## src/rtl/bcd_scan_display_if.sv

```systemverilog
// Reader-side bus of the BCD counter: packed digits plus load strobe in, segment/digit drive out.
interface bcd_scan_display_if #(
  parameter int unsigned NDIG = 4
);
  logic [4*NDIG-1:0] bcd_in;
  logic              load;
  logic [6:0]        seg_out;
  logic [NDIG-1:0]   dig_sel;
  logic              err;

  modport master (output bcd_in, load, input seg_out, dig_sel, err);
  modport slave  (input bcd_in, load, output seg_out, dig_sel, err);
endinterface

```

## src/rtl/bcd_scan_display.sv

```systemverilog
// Multiplexed 7-segment scanner for an NDIG-digit packed BCD word with a blank gap between digits.
// Optional leading-zero blanking is enabled by defining BCD_SCAN_LZ_BLANK_EN.
module bcd_scan_display #(
  parameter int unsigned NDIG     = 4,
  parameter int unsigned SCAN_DIV = 4
) (
  input  logic              stepclk,
  input  logic              reset,
  bcd_scan_display_if.slave bus
);

  localparam int unsigned IdxW  = (NDIG > 1) ? $clog2(NDIG) : 1;
  localparam int unsigned CntW  = (SCAN_DIV > 1) ? $clog2(SCAN_DIV) : 1;
  localparam logic [IdxW-1:0] IdxLast  = IdxW'(NDIG - 1);
  localparam logic [CntW-1:0] PcntLast = CntW'(SCAN_DIV - 1);

  typedef enum logic {StBlank, StShow} state_e;

  state_e              state_q, state_d;
  logic [IdxW-1:0]     idx_q, idx_d;
  logic [CntW-1:0]     pcnt_q, pcnt_d;
  logic [4*NDIG-1:0]   shadow_q, shadow_d;
  logic                err_q, err_d;
  logic                bad_in;

  function automatic logic [6:0] seg_decode(input logic [3:0] nib);
    case (nib)
      4'd0:    seg_decode = 7'h3F;
      4'd1:    seg_decode = 7'h06;
      4'd2:    seg_decode = 7'h5B;
      4'd3:    seg_decode = 7'h4F;
      4'd4:    seg_decode = 7'h66;
      4'd5:    seg_decode = 7'h6D;
      4'd6:    seg_decode = 7'h7D;
      4'd7:    seg_decode = 7'h07;
      4'd8:    seg_decode = 7'h7F;
      4'd9:    seg_decode = 7'h6F;
      default: seg_decode = 7'h40;
    endcase
  endfunction

  always_comb begin
    bad_in = 1'b0;
    for (int i = 0; i < NDIG; i++) begin
      if (bus.bcd_in[4*i +: 4] > 4'd9) bad_in = 1'b1;
    end
  end

  always_comb begin
    state_d  = state_q;
    idx_d    = idx_q;
    pcnt_d   = pcnt_q;
    shadow_d = shadow_q;
    err_d    = err_q;
    unique case (state_q)
      StBlank: begin
        state_d = StShow;
        pcnt_d  = '0;
      end
      StShow: begin
        if (pcnt_q == PcntLast) begin
          state_d = StBlank;
          pcnt_d  = '0;
          idx_d   = (idx_q == IdxLast) ? '0 : idx_q + 1'b1;
        end else begin
          pcnt_d = pcnt_q + 1'b1;
        end
      end
      default: state_d = StBlank;
    endcase
    // Capture is independent of the scan, so a load on a slot edge feeds the new digit directly.
    if (bus.load) begin
      shadow_d = bus.bcd_in;
      err_d    = bad_in;
    end
  end

  always_ff @(posedge stepclk or negedge reset) begin
    if (!reset) begin
      state_q  <= StBlank;
      idx_q    <= '0;
      pcnt_q   <= '0;
      shadow_q <= '0;
      err_q    <= 1'b0;
    end else begin
      state_q  <= state_d;
      idx_q    <= idx_d;
      pcnt_q   <= pcnt_d;
      shadow_q <= shadow_d;
      err_q    <= err_d;
    end
  end

  logic [3:0]      cur_nib;
  logic [6:0]      seg;
  logic [NDIG-1:0] dig;
`ifdef BCD_SCAN_LZ_BLANK_EN
  logic            zeros_above;
  logic            lz_blank;
`endif

  always_comb begin
    cur_nib = '0;
`ifdef BCD_SCAN_LZ_BLANK_EN
    zeros_above = 1'b1;
    lz_blank    = 1'b0;
`endif
    // Walk from the most significant digit so the leading-zero run is known at each position.
    for (int i = NDIG - 1; i >= 0; i--) begin
`ifdef BCD_SCAN_LZ_BLANK_EN
      zeros_above = zeros_above & (shadow_q[4*i +: 4] == 4'd0);
`endif
      if (idx_q == IdxW'(i)) begin
        cur_nib = shadow_q[4*i +: 4];
`ifdef BCD_SCAN_LZ_BLANK_EN
        lz_blank = zeros_above && (i > 0);
`endif
      end
    end
    seg = '0;
    dig = '0;
    if (state_q == StShow) begin
      dig = NDIG'(1) << idx_q;
      seg = seg_decode(cur_nib);
`ifdef BCD_SCAN_LZ_BLANK_EN
      if (lz_blank) seg = '0;
`endif
    end
  end

  assign bus.seg_out = seg;
  assign bus.dig_sel = dig;
  assign bus.err     = err_q;

endmodule

```

## src/flat_wrapper.sv

```systemverilog
// flat-port wrapper written by rule: the top's interface ports become plain ports
module bcd_scan_display_flat 
#(
  parameter int unsigned NDIG     = 4,
  parameter int unsigned SCAN_DIV = 4
)
  (stepclk, reset, bus_bcd_in, bus_load, bus_seg_out, bus_dig_sel, bus_err);
  bcd_scan_display_if #(.NDIG(NDIG)) bus_i ();
  input  logic stepclk;
  input  logic reset;
  input wire logic [$bits(bus_i.bcd_in)-1:0] bus_bcd_in;
  input wire logic [$bits(bus_i.load)-1:0] bus_load;
  output wire logic [$bits(bus_i.seg_out)-1:0] bus_seg_out;
  output wire logic [$bits(bus_i.dig_sel)-1:0] bus_dig_sel;
  output wire logic [$bits(bus_i.err)-1:0] bus_err;
  assign bus_i.bcd_in = bus_bcd_in;
  assign bus_i.load = bus_load;
  assign bus_seg_out = bus_i.seg_out;
  assign bus_dig_sel = bus_i.dig_sel;
  assign bus_err = bus_i.err;
  bcd_scan_display #(.NDIG(NDIG), .SCAN_DIV(SCAN_DIV)) u_core (.stepclk(stepclk), .reset(reset), .bus(bus_i));
endmodule
```

## config.mk

```make
export PLATFORM = sky130hd
export DESIGN_NAME = bcd_scan_display_flat
export DESIGN_NICKNAME = d
export VERILOG_FILES = /design/src/rtl/bcd_scan_display_if.sv /design/src/rtl/bcd_scan_display.sv /design/src/flat_wrapper.sv
export SDC_FILE = /design/constraint.sdc
export NUM_CORES = 1
export LEC_CHECK = 0
export ABC_AREA = 1
export CAP_MARGIN = 20
export CORE_MARGIN = 1
export CORE_UTILIZATION = 35
export DETAILED_ROUTE_END_ITERATION = 10
export HOLD_SLACK_MARGIN = 0.08
export SETUP_SLACK_MARGIN = 0.1
export SLEW_MARGIN = 20
export SYNTH_ARGS = -nofsm -noshare
export SYNTH_HDL_FRONTEND = slang
export SYNTH_SLANG_ARGS = --single-unit
```

## constraint.sdc

```tcl
create_clock -name stepclk -period 5.9 [get_ports stepclk]
set_clock_uncertainty 0.2 [all_clocks]
set_input_delay 0.59 -clock stepclk [delete_from_list [all_inputs] [get_ports stepclk]]
set_output_delay 0.59 -clock stepclk [all_outputs]
set_load 0.1 [all_outputs]
```

==> metrics.md <==
| Metric | Value |
|---|---|
| Status | `completed` |
| Die Y-Extent | `65.1 um` |
| Setup TNS | `0 ns` |
| Ports | `31` |
| Pint | `0.293 mW` |
| Setup-failing EPs final | `0` |
| Area Growth Syn to Fin | `27.7%` |
| Critical Path Source Type | `flop` |
| Static Leak | `0.913 nW` |
| Post-synth ARST share | `100%` |
| First-pass GRT wire length | `4970 um` |
| Sinks on Clock Net | `22` |
| Pwr Density | `252 mW/mm2` |
| Distinct cells, synth | `24` |
| Switching portion of total power | `34.5%` |
| Syn Area/Cell | `around 7.6 um2` |
| Worst skew pair latency | `0.26 ns` |
| Post-synthesis net count | `212` |
| Max Fclk | `about 0.23 GHz` |
| RSZ-0062 raised after global routing | `false` |
| I/O Buffers | `30` |
| Clk pwr share | `31.5%` |
| Row cnt | `22` |
| WHS | `~0.072 ns` |
| Vias | `1169` |
| Share of the synthesized area in the top cell type | `between 30% and 40%` |
| CTS buffer count | `3` |
| Max cap viols | `0` |
| Synth Instances | `around 180` |
| Area contributors post-synth | `dfrtp_1 40%, nand2_1 17%, ha_1 9.0%` |
| Synth Cell Area | `0.00139 mm2` |
| Switching pwr | `0.155 mW` |
| Gr ovfl total | `0` |
| Final hold vios | `0` |
| CTS tree | `built` |
| Seq cells post-synth | `22` |
| Initial Util | `37.2%` |
| EDFF count, synth | `0` |
| Nets | `241` |
| Pins Over Slew Limit | `0` |
| CTS root buf | `clkbuf_8` |
| Initial DRC count | `27` |
| # DRC | `0` |
| Vias in the first global route | `1165` |
| Gpl congestion | `0.755` |
| DR vias/cell | `4.51` |
| CP endpoint kind | `output port` |
| Worst Path Max Fanout | `8` |
| H-tree levels | `1` |
| Seq/Total Area, Yosys | `39.5%` |
| Crit share post-route | `75.2%` |
| Die W | `65.1 um` |
| # hold bufs at CTS | `0` |
| Post-CTS setup buffers | `0` |
| Layout cell share with drive strength beyond 1 | `11.8%` |
| Sequential share of power | `37.1%` |
| Drt wl/cell | `10.6 um` |
| Crit path kind | `flop to output port` |
| N_diodes | `0` |
| Comb power frac | `31.4%` |
| Hold Path Class | `primary input to async pin` |
| Clk slew on worst S/H paths | `0.08 ns` |
| Antenna-violating nets left | `0` |
| CORE AREA | `between 0.003 and 0.004 mm2` |
| Required @ worst endpoint | `5.11 ns` |
| Predominant post-synthesis flop cell | `dfrtp_1` |
| Final worst path period need | `4.44 ns` |
| VDD IR max | `0.106 mV` |
| Arr. time, crit path | `3.65 ns` |
| Hpwl dp | `2160 um` |
| Tightest Pin Transition | `just under 1 ns` |
| Synth area leader | `dfrtp_1` |
| Most common library cells after synthesis | `64 x nand2_1, 22 x dfrtp_1, 21 x inv_1, 16 x nor2_1, 11 x o21ai_0` |
| Slew HR | `between 30% and 40%` |
| Pin count of the biggest net entering global routing | `26` |
| Gr usage total | `15.3%` |
| Die area | `~0.0042 mm2` |
| Initial antenna violation count | `0` |
| Pre-Repair DR Iteration Count | `2` |
| Clk buf depth | `2` |
| Post-CTS Resized | `0` |
| Total Wirelength | `2750 um` |
| Most frequent cell after synthesis | `nand2_1` |
| Synth warnings | `0` |
## registers in the layout, indices dropped and copies added, names as in the netlist
signal and count:
u_core.shadow_q 16, u_core.idx_q 2, u_core.pcnt_q 2, u_core.bus.err 1, u_core.state_q 1
## routing by layer
metal / global-route usage (%) / part of all wire (%) / vias up
li1: - / - / 622
met1: 19.0 / 47 / 526
met2: 26.7 / 49 / 16
met3: 1.58 / 1.9 / 5
met4: 6.52 / 1.8 / 0
met5: 0 / 0 / -
## cells in the final DEF (no fill, tap or decap), drive strengths merged, types with 3 or more instances in the layout
cell type      count
o21ai             12
ha                10
clkdlybuf4s50     29
inv               22
nor2              22
dfrtp             22
nand3              5
nand2             69
a21oi             10
clkbuf             3
## final timing paths
kind / startpoint / depth (start not counted) / endpoint / slack (ns)
min in group stepclk: u_core.pcnt_q[0] / 1 / u_core.pcnt_q[0] / 0.25
worst max register to register: u_core.idx_q[0] / 4 / u_core.idx_q[0] / 4.62
worst min-delay path: reset / 1 / u_core.bus.err / 0.07
worst max-delay path: u_core.idx_q[0] / 10 / bus_seg_out[3] / 1.46
max in group asynchronous: reset / 1 / u_core.pcnt_q[1] / 5.09
worst min register to register: u_core.pcnt_q[0] / 1 / u_core.pcnt_q[0] / 0.25
## worst max-delay path: stages, from the launching register on
cell	delay (ns)
dfrtp_1	0.42
inv_1	0.12
ha_1	0.36
inv_1	0.13
o21ai_0	0.41
inv_1	0.16
ha_1	0.32
nor2_1	0.17
nor2_1	0.08
nor2_2	0.09
clkdlybuf4s50_1	1.12
## per-stage QoR
stage | instances | utilization (%) | power (mW) | cell area, um2 | setup WS (ns)
floorplan | 183 | - | 0.271 | 1390 | 2.28
finish | 259 | 47.5 | 0.448 | 1780 | 1.46
CTS | 259 | 47.6 | 0.453 | 1780 | 1.45
global route | 259 | 47.5 | 0.471 | 1780 | 1.22
detailed placement | 255 | 45.7 | 0.311 | 1710 | 1.77
global placement | 255 | 45.7 | 0.311 | 1710 | 1.85
## power groups by stage
stage	registers, mW	logic (mW)	clock network [mW]
floorplan	0.172	0.0989	0
global placement	0.169	0.141	0
detailed placement	0.169	0.142	0
CTS	0.166	0.142	0.145
global route	0.167	0.152	0.151
finish	0.166	0.140	0.141
## final cells by class
type	count	area, um2
clock buffer	3	41.3
clock inverter	1	30.0
fill	390	1970
inverter	23	86.3
multi-input combinational	132	714
sequential	22	551
tap	48	60.1
timing repair buffer	30	295
## cells by family (layout without fill, tap and decap cells)
logic type / after synthesis / after routing / share of synthesized area (%)
and+or+nand+nor: 99 / 99 / 30.7
adders and majority gates: 10 / 10 / 8.98
DFF: 22 / 22 / 39.5
buffers and inverters: 29 / 57 / 9.16
AOI/OAI and AO/OA: 23 / 23 / 11.6
No activity file was read; power rests on OpenSTA's default activity.
